$ cat config.mk
export PLATFORM = sky130hd
export DESIGN_NAME = cdc_hs_tx
export DESIGN_NICKNAME = d
export VERILOG_FILES = /design/src/rtl/cdc_hs_pkg.sv /design/src/rtl/ack_sync.sv /design/src/rtl/cdc_hs_tx.sv
export SDC_FILE = /design/constraint.sdc
export NUM_CORES = 1
export LEC_CHECK = 0
export ABC_AREA = 0
export CORE_MARGIN = 2
export CORE_UTILIZATION = 45
export DETAILED_ROUTE_END_ITERATION = 8
export HOLD_SLACK_MARGIN = 0.06
export PLACE_DENSITY_LB_ADDON = 0.08
export SLEW_MARGIN = 20
export SYNTH_ARGS = -nofsm -noshare
export SYNTH_HDL_FRONTEND = slang
export SYNTH_SLANG_ARGS = --single-unit
$ cat constraint.sdc
create_clock -name clk -period 1.9 [get_ports clk]
set_input_delay 0.38 -clock clk [delete_from_list [all_inputs] [get_ports clk]]
set_output_delay 0.38 -clock clk [all_outputs]
set_load 0.02 [all_outputs]
$ cat src/rtl/cdc_hs_pkg.sv
// Shared definitions for the 4-phase handshake transmitter.
//   hs_state_t          : handshake FSM state encoding
//   SYNC_STAGES_DEFAULT : default depth of the acknowledge synchronizer
//   CNT_W               : width of the completed-transfer counter
package cdc_hs_pkg;

  typedef enum logic [1:0] {
    IDLE        = 2'd0,
    WAIT_ACK_HI = 2'd1,
    WAIT_ACK_LO = 2'd2
  } hs_state_t;

  localparam int unsigned SYNC_STAGES_DEFAULT = 2;
  localparam int unsigned CNT_W               = 8;

endpackage

$ cat src/rtl/ack_sync.sv
// Single-bit multi-flop synchronizer for the far-domain acknowledge.
//   clk, rst (async, active-high), ena (holds all flops when low)
//   d : asynchronous input
//   q : synchronized output, SYNC_STAGES edges behind d
module ack_sync
  import cdc_hs_pkg::*;
#(
  parameter int unsigned SYNC_STAGES = SYNC_STAGES_DEFAULT
) (
  input  logic clk,
  input  logic rst,
  input  logic ena,
  input  logic d,
  output logic q
);

  logic [SYNC_STAGES-1:0] stages;

  always_ff @(posedge clk or posedge rst) begin
    if (rst) begin
      stages <= '0;
    end else if (ena) begin
      stages <= {stages[SYNC_STAGES-2:0], d};
    end
  end

  assign q = stages[SYNC_STAGES-1];

endmodule

$ cat src/rtl/cdc_hs_tx.sv
// Source side of a 4-phase req/ack clock-domain crossing.
//   clk, rst (async, active-high), ena (freezes the block when low)
//   src_data/src_valid/src_ready : local word interface (accept = valid & ready)
//   data_out/req_out             : registered payload and request to far domain
//   ack_in                       : asynchronous acknowledge from far domain
//   done                         : one-cycle pulse per completed transfer
//   xfer_cnt                     : wrapping count of completed transfers
module cdc_hs_tx
  import cdc_hs_pkg::*;
#(
  parameter int unsigned N           = 8,
  parameter int unsigned SYNC_STAGES = SYNC_STAGES_DEFAULT
) (
  input  logic             clk,
  input  logic             rst,
  input  logic             ena,
  input  logic [N-1:0]     src_data,
  input  logic             src_valid,
  output logic             src_ready,
  output logic [N-1:0]     data_out,
  output logic             req_out,
  input  logic             ack_in,
  output logic             done,
  output logic [CNT_W-1:0] xfer_cnt
);

  localparam int unsigned FILL_W = $clog2(SYNC_STAGES + 1);

  hs_state_t        state, state_next;
  logic             ack_s;
  logic [FILL_W-1:0] fill, fill_next;
  logic             primed;
  logic             req_next, done_next, ready_next;
  logic [N-1:0]     data_next;
  logic [CNT_W-1:0] cnt_next;

  ack_sync #(
    .SYNC_STAGES(SYNC_STAGES)
  ) u_ack_sync (
    .clk (clk),
    .rst (rst),
    .ena (ena),
    .d   (ack_in),
    .q   (ack_s)
  );

  // After reset the synchronizer holds zeros that do not reflect ack_in.
  // src_ready is withheld until the chain has been refilled so that an ack
  // still high across reset release is seen as stale before any accept.
  assign primed = (fill == FILL_W'(SYNC_STAGES));

  always_comb begin
    state_next = state;
    req_next   = req_out;
    data_next  = data_out;
    done_next  = 1'b0;
    cnt_next   = xfer_cnt;
    fill_next  = primed ? fill : fill + FILL_W'(1);
    case (state)
      IDLE: begin
        if (src_valid && src_ready) begin
          state_next = WAIT_ACK_HI;
          req_next   = 1'b1;
          data_next  = src_data;
        end
      end
      WAIT_ACK_HI: begin
        if (ack_s) begin
          state_next = WAIT_ACK_LO;
          req_next   = 1'b0;
        end
      end
      WAIT_ACK_LO: begin
        if (!ack_s) begin
          state_next = IDLE;
          done_next  = 1'b1;
          cnt_next   = xfer_cnt + CNT_W'(1);
        end
      end
      default: begin
        state_next = IDLE;
        req_next   = 1'b0;
      end
    endcase
    ready_next = (state_next == IDLE) && !ack_s && primed;
  end

  always_ff @(posedge clk or posedge rst) begin
    if (rst) begin
      state     <= IDLE;
      req_out   <= 1'b0;
      data_out  <= '0;
      done      <= 1'b0;
      xfer_cnt  <= '0;
      src_ready <= 1'b0;
      fill      <= '0;
    end else if (ena) begin
      state     <= state_next;
      req_out   <= req_next;
      data_out  <= data_next;
      done      <= done_next;
      xfer_cnt  <= cnt_next;
      src_ready <= ready_next;
      fill      <= fill_next;
    end else begin
      done <= 1'b0;
    end
  end

endmodule

==> results of run 1 <==
registers in the layout (all words and copies together) (netlist names):
register           flops
fill                   2
u_ack_sync.stages      2
data_out               8
state                  2
src_ready              1
req_out                1
xfer_cnt               8
done                   1
layer usage:
layer	routed length (µm)	vias to the layer above	global-route usage
met5	0	-	0
met2	854	20	0.255
met3	102	2	0.0600
met4	17	0	0.0513
met1	780	345	0.172
li1	-	358	-
power by group:
part	internal, mW	switching (mW)	total [mW]
combinational	0.410	0.343	0.753
clock	0.0787	0.153	0.232
sequential	0.703	0.134	0.837
total	1.19	0.631	1.82
layout make-up:
type                    instances  area [µm²]  share of cell area
flip-flops and latches         25         626               0.431
multi-input cells              50         389               0.268
repair buffers                 35         353               0.243
well taps                      28        35.0              0.0241
clock buffers                   3        22.5              0.0155
inverters                       6        22.5              0.0155
clock inverters                 1        5.00             0.00345
cells by family (layout without fill, tap and decap cells):
group	Yosys count	after routing	synth area share
AOI/OAI and AO/OA	11	11	0.0670
and+or+nand+nor	20	20	0.117
DFF	25	25	0.598
xor gates and xnor gates	8	8	0.0670
adders and majority gates	2	2	0.0239
buffers and inverters	8	45	0.0299
muxes	9	9	0.0969
synth_stat cells:
| master | number | share of area |
|---|---|---|
| a21o_1 | 2 | 0.014 |
| a21oi_1 | 1 | 0.0048 |
| buf_2 | 1 | 0.0048 |
| clkbuf_1 | 1 | 0.0036 |
| dfrtp_1 | 25 | 0.60 |
| ha_1 | 2 | 0.024 |
| inv_1 | 6 | 0.022 |
| mux2_2 | 9 | 0.097 |
| nand2_1 | 9 | 0.032 |
| nand2b_1 | 1 | 0.0060 |
| nand3_1 | 1 | 0.0048 |
| nand3b_1 | 1 | 0.0072 |
| nand4_1 | 2 | 0.012 |
| nand4b_1 | 1 | 0.0084 |
| nand4bb_1 | 1 | 0.011 |
| nor2_2 | 1 | 0.0060 |
| nor3_1 | 2 | 0.0096 |
| nor4_4 | 1 | 0.020 |
| o2111ai_1 | 1 | 0.0084 |
| o211ai_1 | 1 | 0.0072 |
| o21ai_0 | 5 | 0.024 |
| o2bb2ai_1 | 1 | 0.0084 |
| xnor2_1 | 5 | 0.042 |
| xor2_1 | 3 | 0.025 |
layout by cell type, fill, tap and decap left out:
| cell type | synthesis | final |
|---|---|---|
| nand4b_1 | 1 | 1 |
| nor2_2 | 1 | 1 |
| nor4_4 | 1 | 1 |
| a21oi_1 | 1 | 1 |
| mux2_2 | 9 | 9 |
| nand4_1 | 2 | 2 |
| nand3b_1 | 1 | 1 |
| nand2_1 | 9 | 9 |
| clkbuf_4 | 0 | 3 |
| clkdlybuf4s50_1 | 0 | 31 |
| buf_4 | 0 | 3 |
| ha_1 | 2 | 2 |
| o2111ai_1 | 1 | 1 |
| a21o_1 | 2 | 2 |
| dfrtp_1 | 25 | 25 |
| xnor2_1 | 5 | 5 |
| o21ai_0 | 5 | 5 |
| xor2_1 | 3 | 3 |
| buf_12 | 0 | 1 |
| o2bb2ai_1 | 1 | 1 |
| nand4bb_1 | 1 | 1 |
| clkinv_2 | 0 | 1 |
| inv_1 | 6 | 6 |
| nor3_1 | 2 | 2 |
| nand3_1 | 1 | 1 |
| nand2b_1 | 1 | 1 |
| o211ai_1 | 1 | 1 |
how the worst max path moves through the flow:
| stage | startpoint | to | slack, ns | cells past startpoint |
|---|---|---|---|---|
| 6_report | xfer_cnt[0]$_DFFE_PP0P_ | xfer_cnt[0] | 0.12 | 1 |
| 5_1_grt | xfer_cnt[0]$_DFFE_PP0P_ | xfer_cnt[0] | 0.04 | 1 |
| 4_1_cts | xfer_cnt[0]$_DFFE_PP0P_ | xfer_cnt[0] | 0.10 | 1 |
| 3_5_place_dp | ena | data_out[5]$_DFFE_PP0P_ | 0.14 | 5 |
| 3_3_place_gp | ena | data_out[1]$_DFFE_PP0P_ | 0.17 | 5 |
| 2_1_floorplan | src_ready$_DFFE_PP0P_ | data_out[0]$_DFFE_PP0P_ | 0.50 | 3 |
stage by stage:
step	cells	power [mW]	area, µm²	hold slack [ns]
2_1_floorplan	83	1.25	1050	0.407
3_3_place_gp	144	1.59	1430	0.457
5_1_grt	148	1.95	1450	0.389
3_5_place_dp	144	1.62	1430	0.466
6_report	148	1.82	1450	0.389
4_1_cts	148	1.85	1450	0.386
==> flow_summary.toml, run 1 <==
[outcome]
status = "completed"

[clocking]
cts_tree = "done"
ctsHoldBuffers = 0
clock_path_buffers = 2
cts_buffers = 3
cts_setup_buffers = 0
clk_pin_slew_ns = 0.13
root_buffer = "clkbuf_4"
cts_resized = 0
cts_sinks = 25
worstSkewPairLatency_ns = 0.31
h-tree-depth = 1

[floorplan]
die_h_um = 52.2
ios = 32
coreArea_um2 = 2210
die_w_um = 52.2
start_util = 0.473
die_area_um2 = 2730
fp-row-count = 17

[yosys]
ys_seq_area_frac = 0.598
syn_area_per_cell_um2 = 12.6
synth.net_count = 98
synth_seq_cells = 25
yosys_warnings = 0
netlist_area_um2 = 1050
synthCells = 83
synth_cell_type_count = 24

[worst_setup_path]
cpMaxStageDelayCell = "clkdlybuf4s50_1"
path_cells = "clkdlybuf4s50_1"
r2r_end = "data_out[1]$_DFFE_PP0P_"
crit_family = "buffers and inverters"
start_kind = "flip-flop"
reg2reg_from = "state[1]$_DFFE_PP0P_"
reg2reg_depth = 4
cp_slowest_stage_delay_ns = 0.64
critical_path_peak_fanout = 5
required_ns = 1.52
critical_path_class = "flip-flop to primary output"
ff2ff_setup_slack_ns = 0.53
end_kind = "primary output"
cp.arrival_ns = 1.40
path_buf_inv = 1

[pwr]
ir_worst_vdd_mv = 0.880
p_leak_nw = 0.668
powerDensity_nw_per_um2 = 1250

[sta]
rsz0062_at_grt = "false"
fin_skew_ns = 0.00471
tns_ns = 0
final-hold-violation-count = 0
drv_slew = 0
worst_slack_ns = 0.116
tightest_slew_ns = 0.308
setup_viol = 0
min_period_over_period = 0.939
fmaxAchievable_mhz = 561
fin_crit_ns = 1.78
slew_headroom = 0.795

[final_layout]
post-route-util = 0.657
finish.net_count = 136
areaGrowthSynthToFinish_pct = 38.9
layout-drive-gt1-share = 0.158
n_antenna_cell = 0
fillers = 197

[detailed_routing]
wl_per_cell_um = 11.9
via_per_inst = 4.90
postRouteAntennaNets = 0
route.detailed.drc = 0
dr.first_iter.drc_count = 3
first_pass_iters = 4
wirelength_mm = 1.76
num_vias = 725

[global_route]
antenna_found_initial = 0
overflow = 0
grt_pass1_wl_mm = 2.92
grt_use_total = 0.151
grt_pass1_vias = 700
grt_max_degree = 26

[placed_design]
io_buffers = 31
gp_congestion = 0.667
place_ws_ns = 0.142
dp_hpwl_mm = 1.33

[flow_run]
max_cap_violations = 0

[min_path]
hp-class = "primary input to async pin"
Note: power is estimated with default switching activity, not from simulation.
==> run 2: changes to the inputs <==
--- a/config.mk
+++ b/config.mk
@@ -11,2 +11,3 @@
 export DETAILED_ROUTE_END_ITERATION = 8
+export GPL_ROUTABILITY_DRIVEN = 0
 export HOLD_SLACK_MARGIN = 0.06
==> constraint.sdc (replaced) <==
create_clock -name clk -period 1.9 [get_ports clk]
set_input_delay 0.19 -clock clk [delete_from_list [all_inputs] [get_ports clk]]
set_output_delay 0.19 -clock clk [all_outputs]
set_load 0.02 [all_outputs]
==> run 2 against run 1 <==
Sequential power up 0.8%. Global-route usage is the same. Final cell count down 0.68%. Maximum frequency is 13% higher. Wire length is 1.7% higher. Setup slack improved by 0.20 ns. Critical endpoint unchanged. Largest power group unchanged.
==> flow_summary.toml, run 2 (synthesis gave the netlist of run 1 again) <==
[clocking]
h-tree-depth = 1
root_buffer = "clkbuf_4"
cts_setup_buffers = 0
clock_path_buffers = 2
worstSkewPairLatency_ns = 0.30
ctsHoldBuffers = 0
cts_sinks = 25
cts_tree = "done"
clk_pin_slew_ns = 0.12
cts_resized = 0
cts_buffers = 3

[worst_setup_path]
path_buf_inv = 1
start_kind = "flip-flop"
crit_family = "buffers and inverters"
cp.arrival_ns = 1.39
cpMaxStageDelayCell = "clkdlybuf4s50_1"
critical_path_class = "flip-flop to primary output"
end_kind = "primary output"
critical_path_peak_fanout = 5
required_ns = 1.71
ff2ff_setup_slack_ns = 0.38
reg2reg_from = "state[0]$_DFFE_PP0P_"
reg2reg_depth = 4
path_cells = "clkdlybuf4s50_1"
r2r_end = "xfer_cnt[3]$_DFFE_PP0P_"
cp_slowest_stage_delay_ns = 0.63
startpoint = "xfer_cnt[0]$_DFFE_PP0P_"

[detailed_routing]
wirelength_mm = 1.79
wl_per_cell_um = 12.1
dr.first_iter.drc_count = 6
first_pass_iters = 4
num_vias = 731
route.detailed.drc = 0
postRouteAntennaNets = 0
via_per_inst = 4.97

[global_route]
grt_use_met2 = 0.249
antenna_found_initial = 0
grt_pass1_wl_mm = 2.99
use_met1 = 0.187
grt_max_degree = 26
overflow = 0
grt_use_met3 = 0.0371
grt_use_total = 0.151
top_usage_layer = "met2"
grt_pass1_vias = 694

[sta]
fin_crit_ns = 1.58
tightest_slew_ns = 0.339
drv_slew = 0
fmaxAchievable_mhz = 633
min_period_over_period = 0.832
fin_skew_ns = 0.00564
tns_ns = 0
slew_headroom = 0.773
final-hold-violation-count = 0
rsz0062_at_grt = "false"
setup_viol = 0

[flow_run]
max_cap_violations = 0

[final_layout]
post-route-util = 0.647
reg_top3 = "data_out (8), xfer_cnt (8)"
finish.net_count = 135
layout-drive-gt1-share = 0.143
final_common_cell = "clkdlybuf4s50_1"
most-common-layout-cells = "31 x clkdlybuf4s50_1, 25 x dfrtp_1, 9 x nand2_1, 9 x mux2_2, 6 x inv_1"
areaGrowthSynthToFinish_pct = 36.8
n_antenna_cell = 0
fillers = 192

[floorplan]
die_w_um = 52.2
ios = 32
coreArea_um2 = 2210
fp-row-count = 17
start_util = 0.473
die_h_um = 52.2
die_area_um2 = 2730

[outcome]
status = "completed"

[placed_design]
io_buffers = 31
dp_hpwl_mm = 1.39

[pwr]
ir_worst_vdd_mv = 0.794
p_leak_nw = 0.658
powerDensity_nw_per_um2 = 1270

[min_path]
hp-class = "primary input to async pin"
==> run 2: cell types whose count changed in the layout (fill, tap and decap cells not counted), sizes merged <==
cell,previous run,this run
buf,4,3
clkinv,1,0
clkbuf,3,4
==> run 2: per-layer routing <==
metal / part of all wire / up-vias
met5: 0 / -
met1: 0.44 / 355
li1: - / 357
met4: 0.0078 / 0
met2: 0.50 / 17
met3: 0.055 / 2
==> run 2: worst max-delay path by stage <==
stage / to / cells past startpoint
after global placement: xfer_cnt[3]$_DFFE_PP0P_ / 5
after global routing: xfer_cnt[2] / 1
after CTS: xfer_cnt[0] / 1
final: xfer_cnt[0] / 1
after floorplan: data_out[0]$_DFFE_PP0P_ / 3
after detailed placement: xfer_cnt[3]$_DFFE_PP0P_ / 5
==> run 2: layout make-up <==
cell class | instances | area [µm²] | share of cell area
clock buffers | 4 | 26.3 | 0.0184
inverters | 6 | 22.5 | 0.0157
multi-input cells | 50 | 389 | 0.272
flip-flops and latches | 25 | 626 | 0.437
well taps | 28 | 35.0 | 0.0245
repair buffers | 34 | 333 | 0.233
==> run 2: worst reg2reg max path, delay by kind of cell (launching register included) <==
| family | cells | cell delay (ns) |
|---|---|---|
| DFF | 1 | 0.47 |
| buffers and inverters | 1 | 0.24 |
| and+or+nand+nor | 2 | 0.56 |
| xor gates and xnor gates | 1 | 0.14 |
==> run 2: stage by stage <==
| step | total power [mW] | area (µm²) | setup WS [ns] | hold slack, ns | cells |
|---|---|---|---|---|---|
| floorplan | 1.25 | 1050 | 0.504 | 0.217 | 83 |
| global placement | 1.59 | 1410 | 0.197 | 0.460 | 143 |
| detailed placement | 1.62 | 1410 | 0.139 | 0.460 | 143 |
| CTS | 1.84 | 1430 | 0.305 | 0.214 | 147 |
| global route | 1.95 | 1430 | 0.251 | 0.233 | 147 |
| finish | 1.81 | 1430 | 0.320 | 0.211 | 147 |
==> run 2: where the power goes <==
group / total (mW) / switching (mW) / internal, mW
Combinational: 0.748 / 0.345 / 0.402
Sequential: 0.844 / 0.141 / 0.703
Clock: 0.222 / 0.140 / 0.0818
Total: 1.81 / 0.626 / 1.19
